<file path="src/rtl/out_writeback_pkg.sv">
// Shared types for the output writeback block: address modes and controller states.
package out_writeback_pkg;

   typedef enum logic [1:0] {
      ModeDescStride = 2'd0,
      ModeConvPlane  = 2'd1,
      ModeAscStride  = 2'd2,
      ModeReserved   = 2'd3
   } mode_e;

   typedef enum logic [1:0] {
      StIdle  = 2'd0,
      StRun   = 2'd1,
      StDrain = 2'd2,
      StDone  = 2'd3
   } state_e;

endpackage

</file>
<file path="src/rtl/out_writeback_fifo.sv">
// Synchronous FIFO buffering {mask, data} rows between the input and the BRAM write port.
module wb_fifo #(
   parameter int unsigned WIDTH = 36,
   parameter int unsigned DEPTH = 4
) (
   input  logic             clk,
   input  logic             resetn,
   input  logic             push,
   input  logic [WIDTH-1:0] wdata,
   input  logic             pop,
   output logic [WIDTH-1:0] rdata,
   output logic             full,
   output logic             empty
);

   localparam int unsigned PtrW = $clog2(DEPTH);

   logic [PtrW:0]    wr_ptr_q, rd_ptr_q;
   logic [WIDTH-1:0] mem_q [DEPTH];
   logic             do_push, do_pop;

   // Extra pointer bit distinguishes full from empty when the indices match.
   assign empty   = (wr_ptr_q == rd_ptr_q);
   assign full    = (wr_ptr_q[PtrW] != rd_ptr_q[PtrW]) &&
                    (wr_ptr_q[PtrW-1:0] == rd_ptr_q[PtrW-1:0]);
   assign do_push = push && !full;
   assign do_pop  = pop && !empty;
   assign rdata   = mem_q[rd_ptr_q[PtrW-1:0]];

   always_ff @(posedge clk or negedge resetn) begin
      if (!resetn) begin
         wr_ptr_q <= '0;
         rd_ptr_q <= '0;
      end else begin
         if (do_push) wr_ptr_q <= wr_ptr_q + 1'b1;
         if (do_pop)  rd_ptr_q <= rd_ptr_q + 1'b1;
      end
   end

   always_ff @(posedge clk) begin
      if (do_push) mem_q[wr_ptr_q[PtrW-1:0]] <= wdata;
   end

endmodule

</file>
<file path="src/rtl/out_writeback.sv">
// Output writeback: buffers result rows and writes them to BRAM along a strided/plane sequence.
module out_writeback
   import out_writeback_pkg::*;
#(
   parameter int unsigned MAT_MUL_SIZE = 4,
   parameter int unsigned DWIDTH       = 8,
   parameter int unsigned AWIDTH       = 10,
   parameter int unsigned FIFO_DEPTH   = 4
) (
   input  logic                           clk,
   input  logic                           resetn,
   input  logic                           start,
   input  logic [1:0]                     mode,
   input  logic [AWIDTH-1:0]              base_addr,
   input  logic [AWIDTH-1:0]              addr_stride,
   input  logic [15:0]                    out_img_height,
   input  logic [15:0]                    out_img_width,
   input  logic [15:0]                    num_rows,
   input  logic                           in_valid,
   output logic                           in_ready,
   input  logic [MAT_MUL_SIZE*DWIDTH-1:0] in_data,
   input  logic [MAT_MUL_SIZE-1:0]        validity_mask,
   input  logic                           wr_grant,
   output logic [AWIDTH-1:0]              bram_addr,
   output logic [MAT_MUL_SIZE*DWIDTH-1:0] bram_wdata,
   output logic [MAT_MUL_SIZE-1:0]        bram_we,
   output logic                           busy,
   output logic                           done,
   output logic                           cfg_err
);

   localparam int unsigned RowW = MAT_MUL_SIZE * DWIDTH;
   localparam int unsigned EntW = MAT_MUL_SIZE * (DWIDTH + 1);

   state_e                  state_q, state_d;
   mode_e                   mode_q, mode_d;
   logic [AWIDTH-1:0]       stride_q, stride_d;
   logic [AWIDTH-1:0]       plane_q, plane_d;
   logic [AWIDTH-1:0]       cur_addr_q, cur_addr_d;
   logic [15:0]             num_rows_q, num_rows_d;
   logic [15:0]             acc_q, acc_d;
   logic [15:0]             wr_q, wr_d;
   logic                    cfg_err_q, cfg_err_d;
   logic [AWIDTH-1:0]       bram_addr_q, bram_addr_d;
   logic [RowW-1:0]         bram_wdata_q, bram_wdata_d;
   logic [MAT_MUL_SIZE-1:0] bram_we_q, bram_we_d;

   logic                    push, pop;
   logic                    fifo_full, fifo_empty;
   logic [EntW-1:0]         fifo_rdata;
   logic [MAT_MUL_SIZE-1:0] head_mask;
   logic [RowW-1:0]         head_data, head_masked;
   logic [AWIDTH-1:0]       plane_in;
   logic [AWIDTH-1:0]       next_addr;

   assign plane_in  = AWIDTH'({16'd0, out_img_height} * {16'd0, out_img_width});
   assign in_ready  = (state_q == StRun) && !fifo_full && (acc_q < num_rows_q);
   assign push      = in_valid && in_ready;
   assign pop       = !fifo_empty && wr_grant && ((state_q == StRun) || (state_q == StDrain));
   assign head_mask = fifo_rdata[EntW-1:RowW];
   assign head_data = fifo_rdata[RowW-1:0];

   wb_fifo #(
      .WIDTH (EntW),
      .DEPTH (FIFO_DEPTH)
   ) u_fifo (
      .clk    (clk),
      .resetn (resetn),
      .push   (push),
      .wdata  ({validity_mask, in_data}),
      .pop    (pop),
      .rdata  (fifo_rdata),
      .full   (fifo_full),
      .empty  (fifo_empty)
   );

   always_comb begin
      head_masked = '0;
      for (int i = 0; i < int'(MAT_MUL_SIZE); i++) begin
         head_masked[i*DWIDTH +: DWIDTH] = head_data[i*DWIDTH +: DWIDTH] & {DWIDTH{head_mask[i]}};
      end
   end

   always_comb begin
      next_addr = cur_addr_q;
      case (mode_q)
         ModeDescStride: next_addr = cur_addr_q - stride_q;
         ModeConvPlane:  next_addr = cur_addr_q + plane_q;
         ModeAscStride:  next_addr = cur_addr_q + stride_q;
         default:        next_addr = cur_addr_q;
      endcase
   end

   always_comb begin
      state_d      = state_q;
      mode_d       = mode_q;
      stride_d     = stride_q;
      plane_d      = plane_q;
      cur_addr_d   = cur_addr_q;
      num_rows_d   = num_rows_q;
      acc_d        = acc_q;
      wr_d         = wr_q;
      cfg_err_d    = cfg_err_q;
      bram_addr_d  = bram_addr_q;
      bram_wdata_d = bram_wdata_q;
      bram_we_d    = '0;

      unique case (state_q)
         StIdle: begin
            if (start) begin
               if (mode == 2'd3) begin
                  cfg_err_d = 1'b1;
               end else begin
                  cfg_err_d  = 1'b0;
                  mode_d     = mode_e'(mode);
                  stride_d   = addr_stride;
                  plane_d    = plane_in;
                  cur_addr_d = base_addr;
                  num_rows_d = num_rows;
                  acc_d      = '0;
                  wr_d       = '0;
                  state_d    = (num_rows == 16'd0) ? StDone : StRun;
               end
            end
         end
         StRun: begin
            acc_d = acc_q + 16'(push);
            if (acc_d == num_rows_q) state_d = StDrain;
         end
         StDrain: begin
            if (fifo_empty && (wr_q == num_rows_q)) state_d = StDone;
         end
         StDone: state_d = StIdle;
         default: state_d = StIdle;
      endcase

      // All-zero-mask rows still take an address slot; they just never enable a lane.
      if (pop) begin
         bram_addr_d  = cur_addr_q;
         bram_we_d    = head_mask;
         bram_wdata_d = head_masked;
         wr_d         = wr_q + 16'd1;
         cur_addr_d   = next_addr;
      end
   end

   always_ff @(posedge clk or negedge resetn) begin
      if (!resetn) begin
         state_q <= StIdle;
      end else begin
         state_q <= state_d;
      end
   end

   always_ff @(posedge clk or negedge resetn) begin
      if (!resetn) begin
         mode_q       <= ModeDescStride;
         stride_q     <= '0;
         plane_q      <= '0;
         cur_addr_q   <= '0;
         num_rows_q   <= '0;
         acc_q        <= '0;
         wr_q         <= '0;
         cfg_err_q    <= 1'b0;
         bram_addr_q  <= '0;
         bram_wdata_q <= '0;
         bram_we_q    <= '0;
      end else begin
         mode_q       <= mode_d;
         stride_q     <= stride_d;
         plane_q      <= plane_d;
         cur_addr_q   <= cur_addr_d;
         num_rows_q   <= num_rows_d;
         acc_q        <= acc_d;
         wr_q         <= wr_d;
         cfg_err_q    <= cfg_err_d;
         bram_addr_q  <= bram_addr_d;
         bram_wdata_q <= bram_wdata_d;
         bram_we_q    <= bram_we_d;
      end
   end

   assign bram_addr  = bram_addr_q;
   assign bram_wdata = bram_wdata_q;
   assign bram_we    = bram_we_q;
   assign busy       = (state_q != StIdle);
   assign done       = (state_q == StDone);
   assign cfg_err    = cfg_err_q;

endmodule

</file>
<file path="config.mk">
export PLATFORM = sky130hd
export DESIGN_NAME = out_writeback
export DESIGN_NICKNAME = d
export VERILOG_FILES = /design/src/rtl/out_writeback_pkg.sv /design/src/rtl/out_writeback_fifo.sv /design/src/rtl/out_writeback.sv
export SDC_FILE = /design/constraint.sdc
export NUM_CORES = 1
export LEC_CHECK = 0
export CAP_MARGIN = 5
export CORE_MARGIN = 5
export CORE_UTILIZATION = 51
export DETAILED_ROUTE_END_ITERATION = 6
export GPL_TIMING_DRIVEN = 0
export PLACE_DENSITY = 0.81
export REMOVE_ABC_BUFFERS = 1
export SLEW_MARGIN = 20
export SYNTH_ARGS = -nofsm -noshare
export SYNTH_HDL_FRONTEND = slang
export SYNTH_SLANG_ARGS = --single-unit
</file>
<file path="constraint.sdc">
create_clock -name clk -period 3.9 [get_ports clk]
set_input_delay 0.585 -clock clk [delete_from_list [all_inputs] [get_ports clk]]
set_output_delay 0.585 -clock clk [all_outputs]
set_load 0.1 [all_outputs]
</file>
==> out/qor.yml, run 1 <==
timing:
  maxSlewHeadroom_pct: 25.92
  hold_viol_final: 0
  clock-skew-final_ps: 19.44
  setup-tns-final_ps: -253.9
  rsz0062_at_grt: "yes"
  finalCriticalPeriod_ps: 4033
  tightest_slew_ps: 1111
  min_period_over_period_pct: 103.4
  setup-violations-final: 2
  fmax_ghz: 0.2480
  maxSlewViolCount: 0
  worst_slack_ps: -133.0
  whs_ps: 364.7
synth:
  synth_area_sq_um: 14210
  synthTopCellsByArea: "edfxtp_1, dfrtp_1, ha_1, nand2_1, mux4_2"
  postSynthCellCount: 1239
  yosysUniqueCellTypes: 63
  synth_top_area_cell: "edfxtp_1"
  synth-warning-count: 0
  avgSynthCellArea_sq_um: 11.47
  seq_area_frac_synth_pct: 54.21
  ys_ff_latch: 279
  synth-edff-count: 144
  yosysTopAreaCellShare_pct: 30.43
  synthArstFlopShare_pct: 48.39
  synth_ff_type: "edfxtp_1"
cells_and_area:
  num-fill-cells: 2126
  diodes: 0
  syn2layout_area_growth_pct: 23.85
  layout.cells.most_common_list: "nand2_1, edfxtp_1, clkdlybuf4s50_1"
  layout_commonest_cell: "nand2_1"
  layout-drive-gt1-share_pct: 14.85
  utilization_pct: 63.69
  nets: 1604
detailed_routing:
  wire_per_inst_um: 18.22
  routed_via_density: 5.539
  vias: 10000
  first_pass_iters: 5
  drc: 0
  antenna_left: 0
  finalWirelength_um: 32900
  drtIter0Drc: 627
critical_path:
  ff2ff_setup_slack_ps: -130
  worst_setup_path_end_kind: "flip-flop"
  crit_fanout: 4
  worstSetupPathType: "flip-flop to flip-flop"
  critPathCapture: "state_q[1]"
  timing.rr.end: "state_q[1]"
  crit_arrival_ps: 4510
  r2r-start: "num_rows_q[5]"
  startpoint: "num_rows_q[5]"
  ff2ff_path_depth: 18
  cp-start-kind: "flip-flop"
  crit_required_ps: 4380
placement:
  io_buffers: 148
  dpl.hpwl_um: 22180
  pre_cts_slack_ps: -1342
  gp_congestion: 0.8710
grt:
  grt_start_max_net_pins: 76
  grt_pass1_wl_um: 53410
  grtUsageTotal_pct: 21.01
  grt_overflow: 0
  grt_pass1_vias: 10290
  antenna_found_initial: 1
floorplan:
  dieWidth_um: 176.9
  fp-row-count: 61
  die-area_sq_um: 31300
  die_h_um: 176.9
  start_util_pct: 51.43
  core_sq_um: 27630
  ios: 161
power_and_ir_drop:
  seq_power_share_pct: 30.3
  p_per_area_nw_per_um2: 826.7
  p_int_mw: 8.198
  clkPwrFrac_pct: 19.0
  switching_power_mw: 6.350
  switching_share_pct: 43.65
  combinationalPowerShare_pct: 50.6
  power_mw: 14.55
  irDropWorstVdd_v: 0.0005824
  leakagePower_nw: 7.118
job:
  cap_violations: 0
clock_tree:
  clock_latency_ps: 560
  clockBufferDepth: 3
  numCtsBuffers: 29
  cts.sinks: 279
  path_clk_slew_ps: 60
  cts_root_buf: "clkbuf_16"
  cts_tree: "built"
  h-tree-depth: 1
run_status:
  failed_checks: "negative setup slack"
  outcome: "complete, but fails checks"
min_path:
  min_path_type: "primary input to flip-flop"
## logic make-up after synthesis
logic type	count (synthesis)	share of synthesized area, %
simple gates	430	14.33
flops	279	54.21
compound gates	206	8.595
buf+inv	114	3.082
fa+ha+maj	88	8.964
xor+xnor	73	4.500
mux	49	6.323
## power by group through the flow
stage                     Combinational, mW  Sequential, mW  Clock [mW]
after global routing                   8.05            4.50        2.95
after CTS                              7.19            4.43        2.82
after detailed placement               7.00            4.48           0
final                                  7.37            4.41        2.77
after floorplan                        3.78            5.76           0
after global placement                 6.58            4.60           0
## Yosys cell counts, types with 6 or more instances
cell      count
a211oi_1      9
a21o_1       10
a21oi_1      34
a221o_1       7
and2_1       25
and3_1       11
clkbuf_1     38
dfrtp_1     135
edfxtp_1    144
fa_1         23
ha_1         65
inv_1        64
mux2_2        6
mux2i_1      11
mux4_2       32
nand2_1     214
nand2b_1     36
nand3_1      24
nand4_1      12
nor2_1       52
nor2b_1       6
nor3_1       15
nor4_1        9
o21ai_0     104
o31ai_1      13
xnor2_1      51
xor2_1       22
## per-stage QoR
step	instance area, sq um	std cells
5_1_grt	17600	1806
3_3_place_gp	15970	1716
6_report	17600	1806
4_1_cts	17390	1794
3_5_place_dp	16210	1725
2_1_floorplan	14010	1190
## critical path, cell delays in order, from the launching register on
cell and delay (ps):
dfrtp_2 410, inv_2 80, ha_4 200, a21o_1 170, a211oi_2 230, o211ai_1 160, a21oi_2 160, and4bb_2 290
nand2_2 90, inv_4 80, ha_4 170, nand3_4 80, or4b_4 560, o21ai_2 80, nand2_1 80, nor4_2 270
nand4b_1 210, a221oi_2 400, mux2i_1 220
## layer usage
metal | vias up | part of all wire [%] | track usage, %
met5 | - | 0.021 | 0
met4 | 2 | 1.7 | 4.384
met3 | 41 | 5.5 | 4.016
met2 | 280 | 50 | 36.18
met1 | 4959 | 43 | 28.10
li1 | 4721 | - | -
## final cells by class
type | count | area (sq um) | share of cell area, %
well taps | 378 | 473.0 | 2.688
clock inverters | 14 | 126.4 | 0.7181
clock buffers | 40 | 837.1 | 4.757
flip-flops and latches | 279 | 7722 | 43.89
inverters | 65 | 246.5 | 1.401
repair buffers | 184 | 1874 | 10.65
multi-input cells | 846 | 6317 | 35.90
## registers in the layout, indices dropped and copies added (netlist names), 3 cells and up
signal,cells
u_fifo.mem_q,144
u_fifo.wr_ptr_q,3
stride_q,10
acc_q,16
plane_q,10
bram_we,4
u_fifo.rd_ptr_q,3
num_rows_q,16
bram_wdata,32
bram_addr,10
wr_q,16
cur_addr_q,10
## worst min path at each step
stage / start / endpoint / slack, ps / depth (start not counted)
3_3_place_gp: bram_addr[6] / bram_addr[6] / 460 / 2
5_1_grt: out_img_height[0] / plane_q[0] / 380 / 3
6_report: out_img_height[0] / plane_q[0] / 360 / 3
4_1_cts: out_img_height[0] / plane_q[0] / 350 / 3
3_5_place_dp: bram_addr[8] / bram_addr[8] / 460 / 2
2_1_floorplan: resetn / acc_q[0] / 290 / 0
## repair_timing
item / 4_1_cts / 5_1_grt
buffers inserted: 14 / 12
endpoints found under the setup margin: 10 / 8
resized for setup: 111 / 40
hold buffers: 1 / 0
pin swaps: 24 / 31
endpoints found under the hold margin: 52 / 0
(Power assumes the default switching activity.)
==> run 2: changes to the inputs <==
--- a/config.mk
+++ b/config.mk
@@ -10,7 +10,7 @@
 export CORE_UTILIZATION = 51
 export DETAILED_ROUTE_END_ITERATION = 6
 export GPL_TIMING_DRIVEN = 0
-export PLACE_DENSITY = 0.81
+export PLACE_DENSITY_LB_ADDON = 0.15
 export REMOVE_ABC_BUFFERS = 1
 export SLEW_MARGIN = 20
 export SYNTH_ARGS = -nofsm -noshare
==> constraint.sdc (replaced) <==
create_clock -name clk -period 4.6 [get_ports clk]
set_input_delay 0.69 -clock clk [delete_from_list [all_inputs] [get_ports clk]]
set_output_delay 0.69 -clock clk [all_outputs]
set_load 0.1 [all_outputs]
==> out/qor.yml, run 2 (synthesized netlist as in run 1, its figures left out) <==
run_status:
  outcome: "complete, no violations"
grt:
  grt_start_max_net_pins: 69  # -9.2%
  antenna_found_initial: 1  # unchanged
  grt_pass1_vias: 9615  # -6.6%
  grt_pass1_wl_um: 51430  # -3.7%
  grtUsageTotal_pct: 20.34  # -0.67 points
  grt_overflow: 0  # unchanged
detailed_routing:
  antenna_left: 0  # unchanged
  drtIter0Drc: 649  # +3.5%
  first_pass_iters: 4  # -1
  wire_per_inst_um: 17.55  # -3.6%
  drc: 0  # unchanged
  routed_via_density: 5.380  # -2.9%
  finalWirelength_um: 31370  # -4.7%
  vias: 9614  # -3.9%
critical_path:
  crit_arrival_ps: 4920  # +410 ps
  crit_required_ps: 5100  # +720 ps
  ff2ff_setup_slack_ps: 180  # +310 ps
  worst_setup_path_end_kind: "flip-flop"
  timing.rr.end: "state_q[1]"
  r2r-start: "num_rows_q[9]"
  crit_fanout: 8  # +4
  ff2ff_path_depth: 19  # +1
  cp-start-kind: "flip-flop"
  worstSetupPathType: "flip-flop to flip-flop"
  startpoint: "num_rows_q[9]"
timing:
  rsz0062_at_grt: "no"
  setup-violations-final: 0  # -2
  maxSlewViolCount: 0  # unchanged
  fmax_ghz: 0.2262  # -8.8%
  finalCriticalPeriod_ps: 4420  # +387.2 ps
  tightest_slew_ps: 1064  # -47.29 ps
  maxSlewHeadroom_pct: 28.85  # +2.9 points
  hold_viol_final: 0  # unchanged
  min_period_over_period_pct: 96.09  # -7.3 points
  clock-skew-final_ps: 13.42  # -6.020 ps
floorplan:
  core_sq_um: 27630  # unchanged
  fp-row-count: 61  # unchanged
  start_util_pct: 51.43  # unchanged
  die-area_sq_um: 31300  # unchanged
  ios: 161  # unchanged
  dieWidth_um: 176.9  # unchanged
  die_h_um: 176.9  # unchanged
power_and_ir_drop:
  leakagePower_nw: 7.076  # -0.60%
  p_per_area_nw_per_um2: 700.7  # -15%
  power_mw: 12.15  # -16%
  irDropWorstVdd_v: 0.0004146  # -29%
clock_tree:
  cts_tree: "built"
  cts.sinks: 279  # unchanged
  hold_buffers: 0  # -1
  numCtsBuffers: 31  # +6.9%
  clockBufferDepth: 3  # unchanged
  h-tree-depth: 1  # unchanged
  clock_latency_ps: 570  # about the same
  path_clk_slew_ps: 60  # about the same
  cts_root_buf: "clkbuf_16"
cells_and_area:
  nets: 1583  # -1.3%
  layout-drive-gt1-share_pct: 9.155  # -5.7 points
  multi_input_area_sq_um: 6145  # -2.7%
  diodes: 0  # unchanged
  instances_no_fill: 1787  # -1.1%
  syn2layout_area_growth_pct: 22.01
  largest_register_ffs: 144  # unchanged
  layout.cells.most_common_list: "nand2_1, edfxtp_1, clkdlybuf4s50_1"
  seq_area_sq_um: 7710  # -0.16%
  layout_commonest_cell: "nand2_1"
  num-fill-cells: 2260  # +6.3%
min_path:
  min_path_type: "primary input to async pin"
placement:
  dp.cells: 1726  # +0.058%
  gp_congestion: 0.8866  # +1.8%
  dpl.hpwl_um: 21710  # -2.1%
  io_buffers: 148  # unchanged
job:
  cap_violations: 0  # unchanged
[run 2: cell count changes in the layout (fill, tap and decap cells not counted), moves of 6 or more]
cell	previous run	this run
nand2_1	208	214
buf_4	29	3
dfrtp_2	13	3
dfrtp_1	121	131
dlymetal6s2s_1	1	7
ha_1	58	64
inv_1	57	63
[run 2: layout make-up]
cell class / count / share of cell area (%)
Inverter: 65 / 1.407
Clock inverter: 17 / 0.9888
Clock buffer: 41 / 4.865
Tap cell: 378 / 2.728
Timing Repair Buffer: 161 / 10.09
Multi-Input combinational cell: 846 / 35.45
Sequential cell: 279 / 44.47
[run 2: critical path, stage by stage (launching register included)]
cell and delay, ps:
dfrtp_2 410, inv_1 130, ha_1 260, a21o_1 160, a21o_1 160, a21oi_1 200, o22ai_1 130, a21oi_1 120
and4bb_2 270, nand2_1 130, inv_2 130, ha_4 190, nand3_1 150, or4b_4 580, o21ai_0 100, nand2_1 80
nor4_2 250, nand4b_1 250, a221oi_4 420, mux2i_1 210
[run 2: timing repair]
action,CTS,global route
setup buffers,0,3
resized for setup,11,22
setup endpoints to repair,3,3
pin swaps,4,4
[run 2: metrics by stage]
stage	area, sq um	util, %	setup TNS (ps)	setup WS (ps)	hold WS, ps
2_1_floorplan	14010	-	-3809	-781.0	394.4
3_3_place_gp	15970	57.80	-701070	-3188	456.6
3_5_place_dp	16260	58.84	-1944	-731.7	461.8
4_1_cts	17280	62.53	0	9.496	99.56
5_1_grt	17340	62.74	0	0.5773	119.2
6_report	17340	62.74	0	179.9	93.71
[run 2: metal layers]
metal / track usage (%) / share of wire (%) / vias up
met2: 34.39 / 49 / 186
li1: - / - / 4681
met3: 3.867 / 4.8 / 52
met5: 0 / 0.064 / -
met1: 27.69 / 44 / 4693
met4: 4.384 / 2.3 / 2
[run 2: how the worst max path moves through the flow]
stage	endpoint	slack, ps
after detailed placement	plane_q[9]	-730
after global routing	state_q[1]	0.6
after CTS	plane_q[9]	9
final	state_q[1]	180
after global placement	bram_wdata[20]	-3190
after floorplan	state_q[1]	-780
[run 2: power by group]
part	internal (mW)	switching [mW]	total [mW]	leakage, nW
clock network	1.46	0.990	2.45	0.501
logic	2.21	3.78	5.99	3.55
registers	3.24	0.470	3.71	3.03
==> run 3: changes to the inputs <==
==> constraint.sdc (replaced) <==
create_clock -name clk -period 4.6 [get_ports clk]
set_input_delay 0.69 -clock clk [delete_from_list [all_inputs] [get_ports clk]]
set_output_delay 0.69 -clock clk [all_outputs]
set_load 0.01 [all_outputs]
==> results of run 3 <==
The final DEF is identical to that of run 2. Status: complete, no violations.
Main changes from that run: total power 12.15 mW -> 10.92 mW; worst IR drop on VDD 0.0004146 V -> 0.0003269 V
